--- src/rtl/adc_pkg.sv ---
// rtl/adc_pkg.sv - shared constants and state encoding for the ADC frame sequencer
package adc_pkg;

    localparam int          ADC_WORD_BITS = 24;
    localparam int          ADC_NUM_CH    = 8;
    localparam logic [23:0] ADC_NULL_CMD  = 24'h000000;

    localparam logic [2:0] ST_IDLE  = 3'd0;
    localparam logic [2:0] ST_SETUP = 3'd1;
    localparam logic [2:0] ST_ISSUE = 3'd2;
    localparam logic [2:0] ST_WAIT  = 3'd3;
    localparam logic [2:0] ST_PUSH  = 3'd4;
    localparam logic [2:0] ST_HOLD  = 3'd5;

endpackage

--- src/rtl/adc_frame_seq.sv ---
// rtl/adc_frame_seq.sv - per-DRDY SPI frame sequencer with sample stream and overrun bookkeeping
module adc_frame_seq
    import adc_pkg::*;
#(
    parameter int NUM_CH       = ADC_NUM_CH,
    parameter int WORD_BITS    = ADC_WORD_BITS,
    parameter int CS_SETUP_CYC = 2,
    parameter int CS_HOLD_CYC  = 2,
    parameter int OVR_W        = 8
) (
    input  logic                 clk,
    input  logic                 rst_n,
    input  logic                 enable,
    input  logic                 drdy_pulse,
    output logic                 adc_cs_n,
    output logic                 xfer_start,
    output logic [WORD_BITS-1:0] xfer_tx,
    input  logic                 xfer_done,
    input  logic [WORD_BITS-1:0] xfer_rx,
    output logic                 samp_valid,
    input  logic                 samp_ready,
    output logic [3:0]           samp_ch,
    output logic [WORD_BITS-1:0] samp_data,
    output logic [15:0]          status_word,
    output logic [31:0]          frame_cnt,
    output logic                 frame_done,
    output logic                 overrun,
    output logic [OVR_W-1:0]     overrun_cnt,
    input  logic                 overrun_clr,
    output logic                 busy
);

    // One down-counter serves both the cs setup and the cs hold phases.
    localparam int CNT_MAX = (CS_SETUP_CYC > CS_HOLD_CYC) ? CS_SETUP_CYC : CS_HOLD_CYC;
    localparam int CNT_W   = (CNT_MAX < 2) ? 1 : $clog2(CNT_MAX);

    logic [2:0]           r_state;
    logic [CNT_W-1:0]     r_cnt;
    logic [3:0]           r_widx;
    logic                 r_cs_n;
    logic                 r_xfer_start;
    logic                 r_samp_valid;
    logic [3:0]           r_samp_ch;
    logic [WORD_BITS-1:0] r_samp_data;
    logic [15:0]          r_status;
    logic [31:0]          r_frame_cnt;
    logic                 r_frame_done;
    logic                 r_overrun;
    logic [OVR_W-1:0]     r_ovr_cnt;

    logic                 w_busy;
    logic                 w_ovr_event;

    assign w_busy      = (r_state != ST_IDLE);
    // A DRDY that lands while a frame is in flight is dropped, never queued.
    assign w_ovr_event = drdy_pulse && w_busy;

    // Frame sequencing: cs setup, one word at a time, sample hand-off, cs hold.
    always_ff @(posedge clk or negedge rst_n) begin
        if (!rst_n) begin
            r_state      <= ST_IDLE;
            r_cnt        <= '0;
            r_widx       <= '0;
            r_cs_n       <= 1'b1;
            r_xfer_start <= 1'b0;
            r_samp_valid <= 1'b0;
            r_samp_ch    <= '0;
            r_samp_data  <= '0;
            r_status     <= '0;
            r_frame_cnt  <= '0;
            r_frame_done <= 1'b0;
        end else begin
            r_xfer_start <= 1'b0;
            r_frame_done <= 1'b0;
            case (r_state)
                ST_IDLE: begin
                    if (drdy_pulse && enable) begin
                        r_cs_n  <= 1'b0;
                        r_cnt   <= CNT_W'(CS_SETUP_CYC - 1);
                        r_widx  <= '0;
                        r_state <= ST_SETUP;
                    end
                end
                ST_SETUP: begin
                    if (r_cnt == '0) begin
                        r_xfer_start <= 1'b1;
                        r_state      <= ST_WAIT;
                    end else begin
                        r_cnt <= r_cnt - CNT_W'(1);
                    end
                end
                ST_WAIT: begin
                    if (xfer_done) begin
                        if (r_widx == 4'd0) begin
                            r_status <= xfer_rx[WORD_BITS-1 -: 16];
                            r_state  <= ST_ISSUE;
                        end else begin
                            r_samp_data  <= xfer_rx;
                            r_samp_ch    <= r_widx - 4'd1;
                            r_samp_valid <= 1'b1;
                            r_state      <= ST_PUSH;
                        end
                    end
                end
                ST_PUSH: begin
                    // Backpressure simply parks here; as SPI master we can stall the ADC.
                    if (samp_ready) begin
                        r_samp_valid <= 1'b0;
                        if (r_widx == 4'(NUM_CH)) begin
                            r_cnt   <= CNT_W'(CS_HOLD_CYC - 1);
                            r_state <= ST_HOLD;
                        end else begin
                            r_state <= ST_ISSUE;
                        end
                    end
                end
                ST_ISSUE: begin
                    r_xfer_start <= 1'b1;
                    r_widx       <= r_widx + 4'd1;
                    r_state      <= ST_WAIT;
                end
                ST_HOLD: begin
                    if (r_cnt == '0) begin
                        r_cs_n       <= 1'b1;
                        r_frame_done <= 1'b1;
                        r_frame_cnt  <= r_frame_cnt + 32'd1;
                        r_widx       <= '0;
                        r_state      <= ST_IDLE;
                    end else begin
                        r_cnt <= r_cnt - CNT_W'(1);
                    end
                end
                default: begin
                    r_cs_n  <= 1'b1;
                    r_state <= ST_IDLE;
                end
            endcase
        end
    end

    // Overrun bookkeeping; a coincident clear takes priority over a new event.
    always_ff @(posedge clk or negedge rst_n) begin
        if (!rst_n) begin
            r_overrun <= 1'b0;
            r_ovr_cnt <= '0;
        end else if (overrun_clr) begin
            r_overrun <= 1'b0;
            r_ovr_cnt <= '0;
        end else if (w_ovr_event) begin
            r_overrun <= 1'b1;
            if (r_ovr_cnt != {OVR_W{1'b1}}) begin
                r_ovr_cnt <= r_ovr_cnt + OVR_W'(1);
            end
        end
    end

    assign adc_cs_n    = r_cs_n;
    assign xfer_start  = r_xfer_start;
    assign xfer_tx     = WORD_BITS'(ADC_NULL_CMD);
    assign samp_valid  = r_samp_valid;
    assign samp_ch     = r_samp_ch;
    assign samp_data   = r_samp_data;
    assign status_word = r_status;
    assign frame_cnt   = r_frame_cnt;
    assign frame_done  = r_frame_done;
    assign overrun     = r_overrun;
    assign overrun_cnt = r_ovr_cnt;
    assign busy        = w_busy;

endmodule
--- config.mk ---
export PLATFORM = sky130hd
export DESIGN_NAME = adc_frame_seq
export DESIGN_NICKNAME = d
export VERILOG_FILES = /design/src/rtl/adc_pkg.sv /design/src/rtl/adc_frame_seq.sv
export SDC_FILE = /design/constraint.sdc
export NUM_CORES = 1
export LEC_CHECK = 0
export CORE_MARGIN = 2
export CORE_UTILIZATION = 30
export DETAILED_ROUTE_END_ITERATION = 16
export PLACE_DENSITY = 0.57
export SLEW_MARGIN = 20
export SYNTH_ARGS = -nofsm -noshare
export SYNTH_HDL_FRONTEND = slang
export SYNTH_SLANG_ARGS = --single-unit
export TNS_END_PERCENT = 100
--- constraint.sdc ---
create_clock -name clk -period 1.7 [get_ports clk]
set_input_delay 0.34 -clock clk [delete_from_list [all_inputs] [get_ports clk]]
set_output_delay 0.34 -clock clk [all_outputs]
set_load 0.01 [all_outputs]
Yosys cells after proc, flatten, opt, wreduce, memory -nomap -nowiden
Index checks and enable logic that the tools add are counted.
- logic and storage cells: 87
- output and inout port bits: 114
- register bits after elaboration: 97
- eq/ne operators: 14
- mux-type cells: 31
- reduce and logical (&&, ||, !) cells: 21
- add/sub/neg operators: 5
- bitwise operators: 3
- operators by type and width (operator ; count):
    adder 32 x 1 -> 32 bit (second input constant) ; 1
    2-to-1 mux 8 bit ; 3
    2-to-1 mux 3 bit ; 7
    one-hot mux 3 bit (6 select lines) ; 1
    != test 2 bit (second input constant) ; 7
    2-to-1 mux 1 bit ; 13
    one-hot mux 4 bit (3 select lines) ; 1
    AND reduction 3 bit ; 4
    nonzero test 3 bit ; 3
    adder 8 x 1 -> 8 bit (second input constant) ; 1
    2-to-1 mux 4 bit ; 2
    != test 8 bit (second input constant) ; 1
    AND reduction 4 bit ; 2
    equality test 3 x 2 -> 1 bit (second input constant) ; 2
    equality test 3 bit (second input constant) ; 2
    one-hot mux 1 bit (3 select lines) ; 2
    nonzero test 2 bit ; 3
    AND reduction 5 bit ; 1
    adder 4 x 1 -> 4 bit (second input constant) ; 1
    equality test 4 bit (second input constant) ; 1
    zero test 4 bit ; 1
    one-hot mux 1 bit (2 select lines) ; 2
    AND reduction 2 bit ; 2
    OR reduction 4 bit ; 1
    other kinds (7) ; 10

Depth between registers and ports, before layout
Gate-level depths: netlist (run 1).
- word-level depth: 4
- depth in mapped cells: 7
- gate-level depth less buffers: 6

Worst setup path before layout (run 1)
Ideal clock, no wire load.
- path type: reg-to-reg
- start point: reg r_state[2]
- end point: reg r_status[10], in the netlist status_word[10]
- setup slack: -0.121 ns
- arrival time: 1.696 ns
- cell stages (with the launch flop): 6
- cells stage by stage: dfrtp_1 buf_2 nand4b_4 nor4b_4 buf_4 mux2_2
- word-level cells in the longest chain between the ends: 2
- ends and longest elaborated chain (what ; line ; source):
    start: declaration ; adc_frame_seq.sv:37 ; logic [2:0] r_state;
    start signal: assignment ; adc_frame_seq.sv:61 ; r_state <= ST_IDLE;
    start signal: assignment ; adc_frame_seq.sv:81 ; r_state <= ST_SETUP;
    start signal: assignment ; adc_frame_seq.sv:87 ; r_state <= ST_WAIT;
    equality test 3 x 2 -> 1 bit ; adc_frame_seq.sv:75 ; case (r_state)
    AND reduction 3 bit (no line) ; n/a ;
    end signal: assignment ; adc_frame_seq.sv:95 ; r_status <= xfer_rx[WORD_BITS-1 -: 16];
    end: declaration ; adc_frame_seq.sv:45 ; logic [15:0] r_status;
Every way passes these cells.
A chain may end at the register's enable or synchronous reset.

Worst setup path in the final report (run 1)
- start point: reg r_state[1]
- end point: out busy
- word-level cells in the longest chain between the ends: 1
- ends and longest elaborated chain (what ; line ; source):
    nonzero test 3 bit ; adc_frame_seq.sv:54 ; assign w_busy = (r_state != ST_IDLE);
    end: declaration ; adc_frame_seq.sv:30 ; output logic busy
Every way passes these cells.

==> results.ini, run 1 <==
[critical_path]
critPathLaunchType=flip-flop
cp-end-kind=output port
criticalPathCategory=reg -> out
cp.arrival_ns=1.36
critPathRequiredTime_ns=1.36
critPathMaxFanout=2

[power]
seqPwrFrac=0.352
p_leak_nw=3.29
power_density_nw_per_um2=1450
switchingPower_w=0.00307
switching_share=0.312
worst_ir_drop_vdd_mv=0.862
power_w=0.00984
combPwrFrac=0.436
cell_internal_pwr_w=0.00677
clkPwrFrac=0.211

[yosys]
async_reset_ff_frac=1.00
synth_seq_cells=97
synthFlopType=dfrtp_1
ys.warnings.count=0
syn_area_um2=4510
syn_area_per_cell_um2=11.8
ys_seq_area_frac=0.538
synth-edff-count=0
synthDistinctLibCells=49
synth_cells=383

[global_route]
gr-total-overflow=0
use_met3=0.0616
grt_max_degree=47
grt_util_met1=0.154
grt_pass1_wl_um=16700
grtUsageMet2=0.213
track_usage=0.129
grt_pass1_vias=3408
top_usage_layer=met2
antenna_found_initial=0

[cts]
cts.clk_slew.worst_paths_ns=0.07
clock-sinks=97
cts_tree=done
clockBufferDepth=2
ctsHtreeMaxLevel=3
insertion_delay_ns=0.34
cts_made_buffers=9
root_buffer=clkbuf_16

[sta]
tns_ns=-0.000557
timing.fmax_mhz=588
slew_violations=0
final_hold_viol_count=0
worst_clock_skew_ns=0.00547
period_needed_ns=1.70
finalCritPeriodShare=1.00
rsz0062_at_grt=true
fin_ws_ns=-0.000557
finalSetupViolations=1

[final_layout]
layout.nets=592
drive_above_1_share=0.258
finalNonFillerCells=745
final_util=0.463
diodes=0
final_common_cell=clkdlybuf4s50_1
final_cell_mix=clkdlybuf4s50_1, dfrtp_1, buf_4
syn2layout_area_growth_pct=49.9

[routing]
via_per_inst=4.62
ant_nets=0
first_pass_iters=4
routed_wl_um=10600
post-route-drc-count=0
wire_per_inst_um=14.3
first_iter_violations=128
vias=3441

[run]
maxCapViolCount=0

[placement]
dp.final_hpwl_um=7260
io_buffer_count=120
gp_congestion=0.763
placed_cells=707

[die]
die_h_um=127
num_rows=44
ioPinCount=145
die_x_um=127
core_um2=14600
die_area_um2=16000
initial_utilization=0.309

[outcome]
status=complete, but fails checks
violations=setup timing

[hold_path]
hold_path.class=in -> async

-- path summary, 6_finish.rpt --
check | startpoint | end | slack (ns) | depth (start not counted)
worst max-delay path | r_state[1] | busy | -0.0006 | 3
worst min-delay path | rst_n | samp_ch[0] | 0.40 | 2
worst max register to register | r_state[2] | status_word[14] | 0.01 | 5
worst min register to register | frame_cnt[31] | frame_cnt[31] | 0.48 | 1
max in group asynchronous | rst_n | adc_cs_n | 0.74 | 3
min in group clk | frame_cnt[31] | frame_cnt[31] | 0.48 | 1
-- flip-flops by register name (all words and copies together) (netlist names) --
register and cells:
samp_valid 1, xfer_start 1, frame_done 1, overrun 1
status_word 16, samp_ch 4, adc_cs_n 1, overrun_cnt 8
samp_data 24, r_widx 4, r_cnt 1, frame_cnt 32
r_state 3
-- metrics by stage --
step | area (um^2) | setup slack, ns | hold WS, ns
floorplan | 4610 | -0.0327 | 0.0444
global placement | 6120 | -0.312 | 0.212
detailed placement | 6120 | -0.345 | 0.212
CTS | 6490 | 0.00369 | 0.386
global route | 6760 | -0.0820 | 0.397
finish | 6760 | -0.000557 | 0.396
-- worst max-delay path: stages, from the launching register on --
cell and delay, ns:
dfrtp_1 0.39, buf_4 0.13, or3_1 0.34, buf_2 0.16
-- area by class of cell --
type / count / area [um^2]
Clock inverter: 6 / 66.3
Sequential cell: 97 / 2430
Multi-Input combinational cell: 259 / 2000
Tap cell: 184 / 230
Fill cell: 1345 / 7830
Clock buffer: 10 / 239
Timing Repair Buffer: 179 / 1760
Inverter: 10 / 37.5
-- per-layer routing --
layer	vias to the layer above	share of wire
met5	-	0
met4	0	0.011
met3	9	0.078
met2	109	0.49
li1	1633	-
met1	1690	0.42
-- power by group through the flow --
stage	combinational, W	clock, W	sequential, W
after global placement	0.00385	0	0.00354
after global routing	0.00467	0.00224	0.00358
after detailed placement	0.00392	0	0.00356
after CTS	0.00409	0.00217	0.00347
final	0.00429	0.00208	0.00347
after floorplan	0.00173	0	0.00371
-- synth_stat cells (all sizes together) (2+ instances only) --
library cell | instances | area (um^2)
nand4b | 2 | 32.5
xnor2 | 16 | 140
mux2i | 2 | 20.0
xor2 | 23 | 201
and3 | 8 | 50.1
nor2b | 3 | 18.8
clkbuf | 6 | 22.5
or3 | 3 | 18.8
buf | 34 | 238
nor3 | 14 | 70.1
o31a | 2 | 17.5
o21ai | 10 | 50.1
inv | 10 | 37.5
nand4 | 9 | 62.6
o211ai | 3 | 22.5
dfrtp | 96 | 2400
nand2 | 25 | 96.4
ha | 5 | 62.6
nand3 | 12 | 60.1
nor2 | 24 | 90.1
nor3b | 2 | 15.0
nor4 | 4 | 58.8
and4 | 4 | 35.0
mux2 | 41 | 462
a21oi | 9 | 45.0
-- what timing repair did --
| action | 4_1_cts | 5_1_grt |
|---|---|---|
| setup endpoints to repair | 26 | 70 |
| hold endpoints to repair | 11 | 0 |
| buffers inserted | 9 | 10 |
| gates cloned | 0 | 2 |
| resized for setup | 19 | 42 |
| pin swaps | 0 | 12 |
| hold buffers | 1 | 0 |
-- logic make-up after synthesis --
family,Yosys count,synth area share
AND/OR/NAND/NOR,116,0.154
XOR/XNOR,39,0.0757
buffers and inverters,50,0.0660
multiplexers,43,0.107
other,1,0.000831
flip-flops,97,0.538
AO/OA/AOI/OAI,32,0.0447
adder cells (fa/ha/maj),5,0.0139
No activity file was read; power rests on OpenSTA's default activity.
==> run 2, diff against run 1 <==
--- a/config.mk
+++ b/config.mk
@@ -9,7 +9,6 @@
 export CORE_UTILIZATION = 30
 export DETAILED_ROUTE_END_ITERATION = 16
 export PLACE_DENSITY = 0.57
-export SLEW_MARGIN = 20
 export SYNTH_ARGS = -nofsm -noshare
 export SYNTH_HDL_FRONTEND = slang
 export SYNTH_SLANG_ARGS = --single-unit
==> results of run 2 <==
Same layout as run 1: the final DEF is identical, and so are final timing and power.
==> run 3, diff against run 2 <==
--- a/config.mk
+++ b/config.mk
@@ -12,4 +12,4 @@
 export SYNTH_ARGS = -nofsm -noshare
 export SYNTH_HDL_FRONTEND = slang
 export SYNTH_SLANG_ARGS = --single-unit
-export TNS_END_PERCENT = 100
+export TNS_END_PERCENT = 1
==> run 3 against run 2 <==
The flow now finishes without violations. Routed wire length is 3.8% lower. Largest power group unchanged. Design area down 3.7%. Critical path type is now reg -> reg. Via count decreased by 2.2%. Core utilization down 1.7 points.
==> results.ini, run 3 (synthesis gave the netlist of run 1 again) <==
[routing]
first_pass_iters=4  ; unchanged
routed_wl_um=10200  ; -3.8%
ant_nets=0  ; unchanged
post-route-drc-count=0  ; unchanged
first_iter_violations=135  ; +5.5%
vias=3367  ; -2.2%
via_per_inst=4.63  ; +0.13%
wire_per_inst_um=14.1  ; -1.5%

[sta]
period_needed_ns=1.67  ; -0.0259 ns
timing.fmax_mhz=597  ; +1.5%
worst_clock_skew_ns=0.00695  ; +0.00149 ns
finalSetupViolations=0  ; -1
slew_headroom=0.640
rsz0062_at_grt=true
worst_hold_slack_ns=0.0374  ; -0.359 ns
worst_slew_pin_slew_ns=0.539
slew_violations=0  ; unchanged
finalCritPeriodShare=0.985  ; -0.0152
final_hold_viol_count=0  ; unchanged

[power]
p_leak_nw=3.15  ; -4.4%
worst_ir_drop_vdd_mv=0.676  ; -22%
seqPwrFrac=0.364  ; +0.012
switchingPower_w=0.00298  ; -3.0%
switching_share=0.311  ; -0.000530
cell_internal_pwr_w=0.00658  ; -2.7%
power_density_nw_per_um2=1470  ; +0.94%
combPwrFrac=0.422  ; -0.014
clkPwrFrac=0.214  ; +0.003

[critical_path]
critPathTopFamily=simple AND/OR/NAND/NOR gates
cp-end-kind=flip-flop
path_cells=buf_6 -> nand4b_4 -> nor4b_4 -> buf_12 -> mux2_2
cp_slowest_stage_delay_ns=0.41  ; +0.02 ns
critPathMaxFanout=16  ; +14
crit_path_top_delay_cell=dfrtp_1
criticalPathCategory=reg -> reg
cp.arrival_ns=1.90  ; +0.54 ns
critPathLaunchType=flip-flop
crit_buf_inv=2  ; unchanged
critPathRequiredTime_ns=1.93  ; +0.57 ns

[die]
core_um2=14600  ; unchanged
die_h_um=127  ; unchanged
ioPinCount=145  ; unchanged
num_rows=44  ; unchanged
die_x_um=127  ; unchanged
initial_utilization=0.309  ; unchanged
die_area_um2=16000  ; unchanged

[cts]
cts_tree=done
insertion_delay_ns=0.34  ; about the same
cts.clk_slew.worst_paths_ns=0.06  ; about the same
clockBufferDepth=2  ; unchanged
clock-sinks=97  ; unchanged
cts_made_buffers=9  ; unchanged
ctsHtreeMaxLevel=3  ; unchanged
root_buffer=clkbuf_16

[placement]
dp.final_hpwl_um=7320  ; +0.78%
gp_congestion=0.764  ; +0.14%
dpl_cell_area_um2=6100  ; -0.33%
placed_cells=707  ; unchanged
io_buffer_count=120  ; unchanged

[final_layout]
stdcell_area_um2=6510  ; -3.7%
fillers=1393  ; +3.6%
layout.nets=575  ; -2.9%
largest_reg_flops=32  ; unchanged
drive_above_1_share=0.226  ; -0.0324
diodes=0  ; unchanged
syn2layout_area_growth_pct=44.3
finalNonFillerCells=728  ; -2.3%
final_common_cell=clkdlybuf4s50_1
final_cell_mix=clkdlybuf4s50_1, dfrtp_1, mux2_2

[hold_path]
hold_path.class=in -> async

[outcome]
status=complete, no violations

[global_route]
grt_pass1_wl_um=16900  ; +1.2%
gr-total-overflow=0  ; unchanged
grt_max_degree=98  ; +110%
track_usage=0.131  ; +0.00175
grt_pass1_vias=3461  ; +1.6%
antenna_found_initial=0  ; unchanged

[run]
maxCapViolCount=0  ; unchanged

[run 3: cell types whose count changed in the layout (fill, tap and decap cells not counted), moves of 3 or more]
| cell | before | now |
|---|---|---|
| dlygate4sd2_1 | 10 | 16 |
| nor3_1 | 9 | 12 |
| clkdlybuf4s50_1 | 97 | 93 |
| mux2_2 | 32 | 38 |
| nor3_2 | 4 | 1 |
| mux2_4 | 9 | 3 |
| buf_4 | 47 | 35 |
[run 3: final timing paths]
path	startpoint	endpoint	slack (ns)	depth (start not counted)
setup / recovery	r_state[2]	status_word[4]	0.03	5
hold / removal	rst_n	frame_cnt[5]	0.04	2
setup reg to reg	r_state[2]	status_word[4]	0.03	5
hold reg to reg	frame_cnt[31]	frame_cnt[31]	0.47	1
max in group asynchronous	rst_n	frame_cnt[24]	1.23	2
min in group clk	frame_cnt[31]	frame_cnt[31]	0.47	1
[run 3: layout make-up]
cell class | instances | area (um^2) | share of cell area
flip-flops and latches | 97 | 2430 | 0.374
multi-input cells | 259 | 1930 | 0.297
repair buffers | 162 | 1580 | 0.242
clock buffers | 12 | 246 | 0.0379
well taps | 184 | 230 | 0.0354
clock inverters | 4 | 51.3 | 0.00788
inverters | 10 | 40.0 | 0.00615
[run 3: metrics by stage]
stage | total power (W) | setup WS (ns) | util | setup TNS (ns)
after floorplan | 0.00542 | -0.0327 | - | -0.945
after global placement | 0.00739 | -0.313 | 0.418 | -10.91
after detailed placement | 0.00748 | -0.342 | 0.418 | -11.59
after CTS | 0.00965 | -0.00317 | 0.441 | -0.00317
after global routing | 0.0102 | -0.0616 | 0.446 | -0.505
final | 0.00956 | 0.0253 | 0.446 | 0
[run 3: routing by layer]
| metal | vias up | part of all wire | global-route usage |
|---|---|---|---|
| met4 | 0 | 0.017 | 0.0504 |
| met5 | - | 0 | 0 |
| li1 | 1589 | - | - |
| met1 | 1666 | 0.42 | 0.158 |
| met2 | 100 | 0.49 | 0.216 |
| met3 | 12 | 0.071 | 0.0456 |
[run 3: power groups by stage]
| stage | Combinational (W) | Clock (W) | Sequential, W |
|---|---|---|---|
| global placement | 0.00386 | 0 | 0.00353 |
| floorplan | 0.00171 | 0 | 0.00371 |
| finish | 0.00403 | 0.00205 | 0.00348 |
| CTS | 0.00403 | 0.00214 | 0.00349 |
| global route | 0.00439 | 0.00223 | 0.00360 |
| detailed placement | 0.00393 | 0 | 0.00355 |
[run 3: timing repair]
action | 4_1_cts | 5_1_grt
endpoints found under the setup margin | 19 | 70
pin swaps | 0 | 3
setup buffers | 5 | 0
resized for setup | 26 | 25
hold buffers | 0 | 0
